<file path="src/rtl/packet_streamer.sv">
// Snapshots a flattened packet on start and streams its elements over valid/ready,
// optionally followed by an XOR checksum element.
module packet_streamer #(
  parameter int                DATA_W       = 8,
  parameter int                MAX_BYTES    = 29,
  parameter int                LEN_W        = $clog2(MAX_BYTES + 1),
  parameter int                APPEND_CKSUM = 1,
  parameter logic [DATA_W-1:0] CKSUM_INIT   = '0
) (
  input  logic                        clk,
  input  logic                        rst_n,
  input  logic [MAX_BYTES*DATA_W-1:0] packet_flat,
  input  logic [LEN_W-1:0]            length,
  input  logic                        start,
  output logic [DATA_W-1:0]           out_data,
  output logic                        out_valid,
  input  logic                        out_ready,
  output logic                        out_last,
  output logic                        busy,
  output logic                        done,
  output logic                        err
);

  typedef enum logic [1:0] {IDLE, SEND, CKSUM} state_t;

  state_t            state, state_nxt;
  logic [DATA_W-1:0] snap [MAX_BYTES];
  logic [LEN_W-1:0]  len_q;
  logic [LEN_W-1:0]  idx;
  logic [DATA_W-1:0] acc;
  logic              len_ok, start_ok, xfer, last_payload;

  assign len_ok       = (length != '0) && (length <= LEN_W'(MAX_BYTES));
  assign start_ok     = (state == IDLE) && start && len_ok;
  assign xfer         = out_valid && out_ready;
  assign last_payload = (idx == len_q - LEN_W'(1));
  assign busy         = (state != IDLE);

  // Outputs are decoded from state so reset clears them without waiting for a clock.
  always_comb begin
    state_nxt = state;
    out_valid = 1'b0;
    out_last  = 1'b0;
    out_data  = '0;
    case (state)
      IDLE: begin
        if (start_ok) state_nxt = SEND;
      end
      SEND: begin
        out_valid = 1'b1;
        out_data  = snap[idx];
        out_last  = last_payload && (APPEND_CKSUM == 0);
        if (xfer && last_payload) state_nxt = (APPEND_CKSUM != 0) ? CKSUM : IDLE;
      end
      CKSUM: begin
        out_valid = 1'b1;
        out_data  = acc;
        out_last  = 1'b1;
        if (xfer) state_nxt = IDLE;
      end
      default: state_nxt = IDLE;
    endcase
  end

  // NOTE: state and control registers use non-blocking assignments and an async reset.
  always_ff @(posedge clk or negedge rst_n) begin
    if (!rst_n) state <= IDLE;
    else        state <= state_nxt;
  end

  always_ff @(posedge clk or negedge rst_n) begin
    if (!rst_n) begin
      len_q <= '0;
      idx   <= '0;
      acc   <= '0;
      done  <= 1'b0;
      err   <= 1'b0;
    end else begin
      done <= xfer && out_last;
      err  <= (state == IDLE) && start && !len_ok;
      if (start_ok) begin
        len_q <= length;
        idx   <= '0;
        acc   <= CKSUM_INIT;
      end else if ((state == SEND) && xfer) begin
        idx <= idx + LEN_W'(1);
        acc <= acc ^ out_data;
      end
    end
  end

  // NOTE: the snapshot buffer has no reset; it is always rewritten before it is read.
  always_ff @(posedge clk) begin
    if (start_ok) begin
      for (int i = 0; i < MAX_BYTES; i++) snap[i] <= packet_flat[i*DATA_W +: DATA_W];
    end
  end

endmodule

</file>
<file path="config.mk">
export PLATFORM = sky130hd
export DESIGN_NAME = packet_streamer
export DESIGN_NICKNAME = d
export VERILOG_FILES = /design/src/rtl/packet_streamer.sv
export SDC_FILE = /design/constraint.sdc
export NUM_CORES = 1
export LEC_CHECK = 0
export CAP_MARGIN = 10
export CORE_MARGIN = 2
export CORE_UTILIZATION = 49
export DETAILED_ROUTE_END_ITERATION = 10
export GPL_TIMING_DRIVEN = 1
export PLACE_DENSITY = 0.79
export SLEW_MARGIN = 20
export SYNTH_ARGS = -nofsm -noshare
export SYNTH_HDL_FRONTEND = slang
export SYNTH_SLANG_ARGS = --single-unit
</file>
<file path="constraint.sdc">
create_clock -name clk -period 10.5 [get_ports clk]
set_input_delay 2.1 -clock clk [delete_from_list [all_inputs] [get_ports clk]]
set_output_delay 2.1 -clock clk [all_outputs]
set_load 0.03 [all_outputs]
</file>
# [Yosys cells after proc, flatten, opt, wreduce, memory -nomap -nowiden]
# Memories as Yosys holds them, arrays and structs flattened.
# Cells that the tools add are included.
# W data, S select, Z words.
[totals] regBits=22 mem_bits_rw=232 in_bits=241 output_inout_bits=13 word_cells=45 mem_count=1
[memory_table] name="snap" depth=29 width=8 rd=1 rd_ports_with_merged_regs=0 wr=29 line_no="27" text="logic [DATA_W-1:0] snap [MAX_BYTES];"
[op_classes] add_sub_neg=2 magnitude_cmp=1 eq_ne=6 n_mux=13 bitwise=1 reduce_logical=15
[op_table] cell="$mux W8" count=2
[op_table] cell="$pmux W8 S2" count=1
[op_table] cell="$mux W5" count=2
[op_table] cell="$logic_and A1 B1 Y1" count=8
[op_table] cell="$xor A8 B8 Y8" count=1
[op_table] cell="$mux W2" count=3
[op_table] cell="$ne A2 B2 Y1 const B" count=3
[op_table] cell="$pmux W2 S3" count=1
[op_table] cell="$add A5 B1 Y5 const B" count=1
[op_table] cell="$eq A5 B5 Y1" count=1
[op_table] cell="$le A5 B5 Y1 const B" count=1
[op_table] cell="$reduce_bool A5 Y1" count=1
[op_table] cell="$sub A5 B1 Y5 const B" count=1
[op_table] cell="$mux W1" count=4
[op_table] cell="$reduce_bool A2 Y1" count=2
[op_table] cell="$reduce_and A3 Y1" count=1
[op_table] cell="$eq A2 B1 Y1 const B" count=1
[op_table] cell="$eq A2 B2 Y1 const B" count=1
[op_table] cell="$logic_not A2 Y1" count=1
[op_table] cell="$reduce_or A2 Y1" count=1
[op_table] cell="$logic_not A1 Y1" count=1

# [Depth between registers and ports, before layout]
[depth] depth_word=7 mapped_depth=9 depth_no_buf=8

# [Worst setup path after synthesis]
# OpenSTA, ideal clock, no wires.
[synth_path] path_kind="input port to flip-flop" from="input length[1]" to="memory snap[0][0] (enable)" setup_time_ns=0.686 arrival_time_ns=9.231 required_ns=9.814 slack_ns=0.583 cell_stages=5 path_buffers=2 cell_sequence="or4_1 > o21ai_0 > nor2_1 > clkbuf_1 > buf_1"
[synth_rtl] element="start, declared" line_no="13" text="input logic [LEN_W-1:0] length,"
[synth_rtl] element="end, declared" line_no="27"

# [Worst setup path in the final report]
[layout_path] from="register idx[0]" to="output out_data[6]"
[layout_via] elab_chain_len=2
[layout_lines] element="start, declared" line_no="29" text="logic [LEN_W-1:0] idx;"
[layout_lines] element="start signal, assigned" line_no="86" text="idx <= idx + LEN_W'(1);"
[layout_lines] element="$mem_v2 Z29 W8"
[layout_lines] element="$pmux W8 S2" line_no="45" text="case (state)"
[layout_lines] element="end, declared" line_no="15" text="output logic [DATA_W-1:0] out_data,"
# No other way between the ends.

==> metrics <==
status completed; Final min period between 6 and 7 ns; Synthesized Nets 835; DP Worst Slack roughly 4.6 ns; synthesized area between 10,000 and 15,000 um2; met3 routed WL between 1500 and 2000 um; Clock Sinks approximately 250; Antenna Nets Post-Route 0; clk root buf clkbuf_16; CP dominant cell by count a22oi_1; cell row count 53; final cycle utilization of the critical path between 60% and 70%; fill count approximately 1,500; die width about 150 um; CP cell instances buf_4 -> mux2i_1 -> a221oi_1 -> o21ai_1 -> a22oi_1 -> a22oi_1 -> nor2b_1 -> clkdlybuf4s50_1; Critical Path End Type primary output; first-pass GRT wire length around 36,000 um; Fin Setup TNS 0 ns; Vias around 6,200; CP bufs+invs 2; Rel. slew slack between 30 and 40%; R2R Setup Slk around 7.0 ns; wire length on met1 between 9000 and 10,000 um; R2R cell count 6; footprint of the multi-input gates 2541 um2; Final Skew ~0.011 ns; routed len/inst around 21 um; maximum fanout along the worst path 56; antenna violations before repair 1; max-slew violations 0; CTS Buf Count 27; grt ovf 0; cell family with most CP delay buffers and inverters; postcts setup bufs 0; post-synthesis async set-or-reset flop share under 10%; Mapped Avg Cell Area around 18 um2; Worst Path Arrival around 4.4 ns; Vias per Instance roughly 5.4; Met2 Wirelength ~12,000 um; Worst-path clk slew around 0.06 ns; Initial Util roughly 49%; worst hold path type register to register; final WL 24,360 um; largest net degree at the start of global routing 177; Final Hold Fails 0; post_cts resized 0; initial drt markers 504; Core Region ~21,000 um2; Tot GR Track Use ~22%; #FFs+latches synth roughly 250; hpwl dp about 17,000 um; final core occ 66.49%; clock buffer depth 3; highest-delay cell along the critical path buf_4; WHS Path Cells 1; CP Launch Type register; overall power around 0.0032 W; critical path type register to primary output; I/O pin cnt roughly 250; Seq/Total Area, Yosys roughly 73%; max incr delay on CP about 0.86 ns; Final Setup Violations 0; Pwr Density about 230 nW/um2; GP Congestion around 0.77; RSZ-0062 raised after global routing false; share of post-route cells with drive strength above 1 under 10%; CTS tree built; max-cap check violation count 0; Top Layer Used met4; Ys Warns 0; static leakage about 4.7 nW; area delta synth->final 34.38%; Skew-Pair Late Insertion Delay about 0.53 ns; Final WS setup about 4.0 ns; top_reg_cell synth edfxtp_1; Die Area ~22,000 um2; critical path required time around 8.4 ns; vias in the first global route roughly 6,400; Nets 1,090; first-pass detailed-route iteration total 5; Mapped Cells just under 600; EDFF count, synth about 230; number of I/O port buffers approximately 250; cts-stage hold buffer count 0; register area roughly 7500 um2; post-synthesis cell type count 48; fmax ~150 MHz; Remaining DRCs 0; worst-margin pin slew 0.9995 ns; H-tree Lvls 1; Levels on crit path 8; Worst VDD drop roughly 0.00016 V; Die Span Y between 100 and 150 um
[path summary, 6_finish.rpt]
kind                          start     endpoint
max                          idx[0]  out_data[6]
min                        len_q[4]     len_q[4]
max reg2reg                  idx[0]       acc[4]
min reg2reg                len_q[4]     len_q[4]
max in group asynchronous     rst_n       idx[0]
min in group asynchronous     rst_n          err
[cells in the mapped netlist (all sizes together), types with 9 or more instances]
master | number | area [um2]
edfxtp | 232 | 6967
mux2i | 60 | 600.6
nand2 | 38 | 142.6
mux4 | 24 | 544.3
dfrtp | 22 | 550.5
buf | 18 | 176.4
a22oi | 16 | 120.1
clkbuf | 14 | 52.55
nor2 | 14 | 52.55
mux2 | 13 | 153.9
o21ai | 13 | 65.06
a21oi | 10 | 50.05
nor2b | 10 | 62.56
a31oi | 9 | 56.30
o22ai | 9 | 56.30
[layout by cell type, fill, tap and decap left out, types with 5 or more instances in the layout]
| cell | netlist | layout |
|---|---|---|
| nor2b_1 | 10 | 9 |
| o22ai_1 | 9 | 9 |
| and3_1 | 5 | 5 |
| o221ai_1 | 8 | 8 |
| a31oi_1 | 9 | 9 |
| clkbuf_16 | 0 | 27 |
| inv_1 | 6 | 6 |
| clkdlybuf4s50_1 | 0 | 252 |
| ha_1 | 6 | 6 |
| mux2_2 | 7 | 7 |
| a21oi_1 | 10 | 10 |
| o21ai_1 | 8 | 8 |
| nor2_1 | 14 | 13 |
| a221oi_1 | 8 | 8 |
| o21ai_0 | 5 | 5 |
| nand2_1 | 38 | 38 |
| nand3_1 | 7 | 7 |
| edfxtp_1 | 232 | 232 |
| clkinv_1 | 1 | 11 |
| dfrtp_1 | 22 | 20 |
| mux4_2 | 23 | 23 |
| a22oi_1 | 16 | 16 |
| mux2i_1 | 60 | 60 |
[per-layer routing]
metal  GRT usage (%)  vias to the layer above
li1                -                     2863
met1           28.02                     3001
met2           36.61                      257
met3           4.220                       51
met4           7.286                        0
met5               0                        -
[state kept, by name (all words and copies together) (netlist names)]
signal,flops
snap,232
done,1
len_q,5
err,1
acc,8
state,2
idx,5
[layout make-up]
class / instances / share of cell area [%]
diodes: 1 / 0.01807
multi-input cells: 295 / 18.35
flip-flops and latches: 254 / 54.33
inverters: 7 / 0.1898
clock inverters: 17 / 1.021
clock buffers: 31 / 4.988
repair buffers: 258 / 18.62
well taps: 275 / 2.485
[kinds of logic after synthesis]
family | after synthesis | synth area share, %
compound gates | 89 | 6.011
xor+xnor | 8 | 0.6800
fa+ha+maj | 6 | 0.7286
buf+inv | 39 | 2.477
flops | 254 | 72.96
mux | 97 | 12.60
simple gates | 95 | 4.541
[where the power goes]
group          internal [W]  leakage, nW  switching [W]  total (W)
clock network      0.000520        0.407       0.000377   0.000897
logic              0.000386         1.87       0.000447   0.000833
registers           0.00136         2.42       0.000116    0.00147
total               0.00226         4.70       0.000940    0.00320
[through the flow]
stage	cells	hold WS (ns)	cell area (um2)
after detailed placement	1089	0.5221	13020
after global routing	1137	0.5616	13840
after global placement	1089	0.5244	13010
final	1138	0.5377	13850
after floorplan	588	0.5008	10300
after CTS	1137	0.5408	13850
[worst reg2reg max path, stage by stage, from the launching register on]
cell and delay (ns):
dfrtp_4 0.83, buf_4 0.87, mux4_2 0.67, o21ai_1 0.27
a22oi_1 0.21, or3b_1 0.39, a31oi_1 0.18
(Power assumes the default switching activity.)
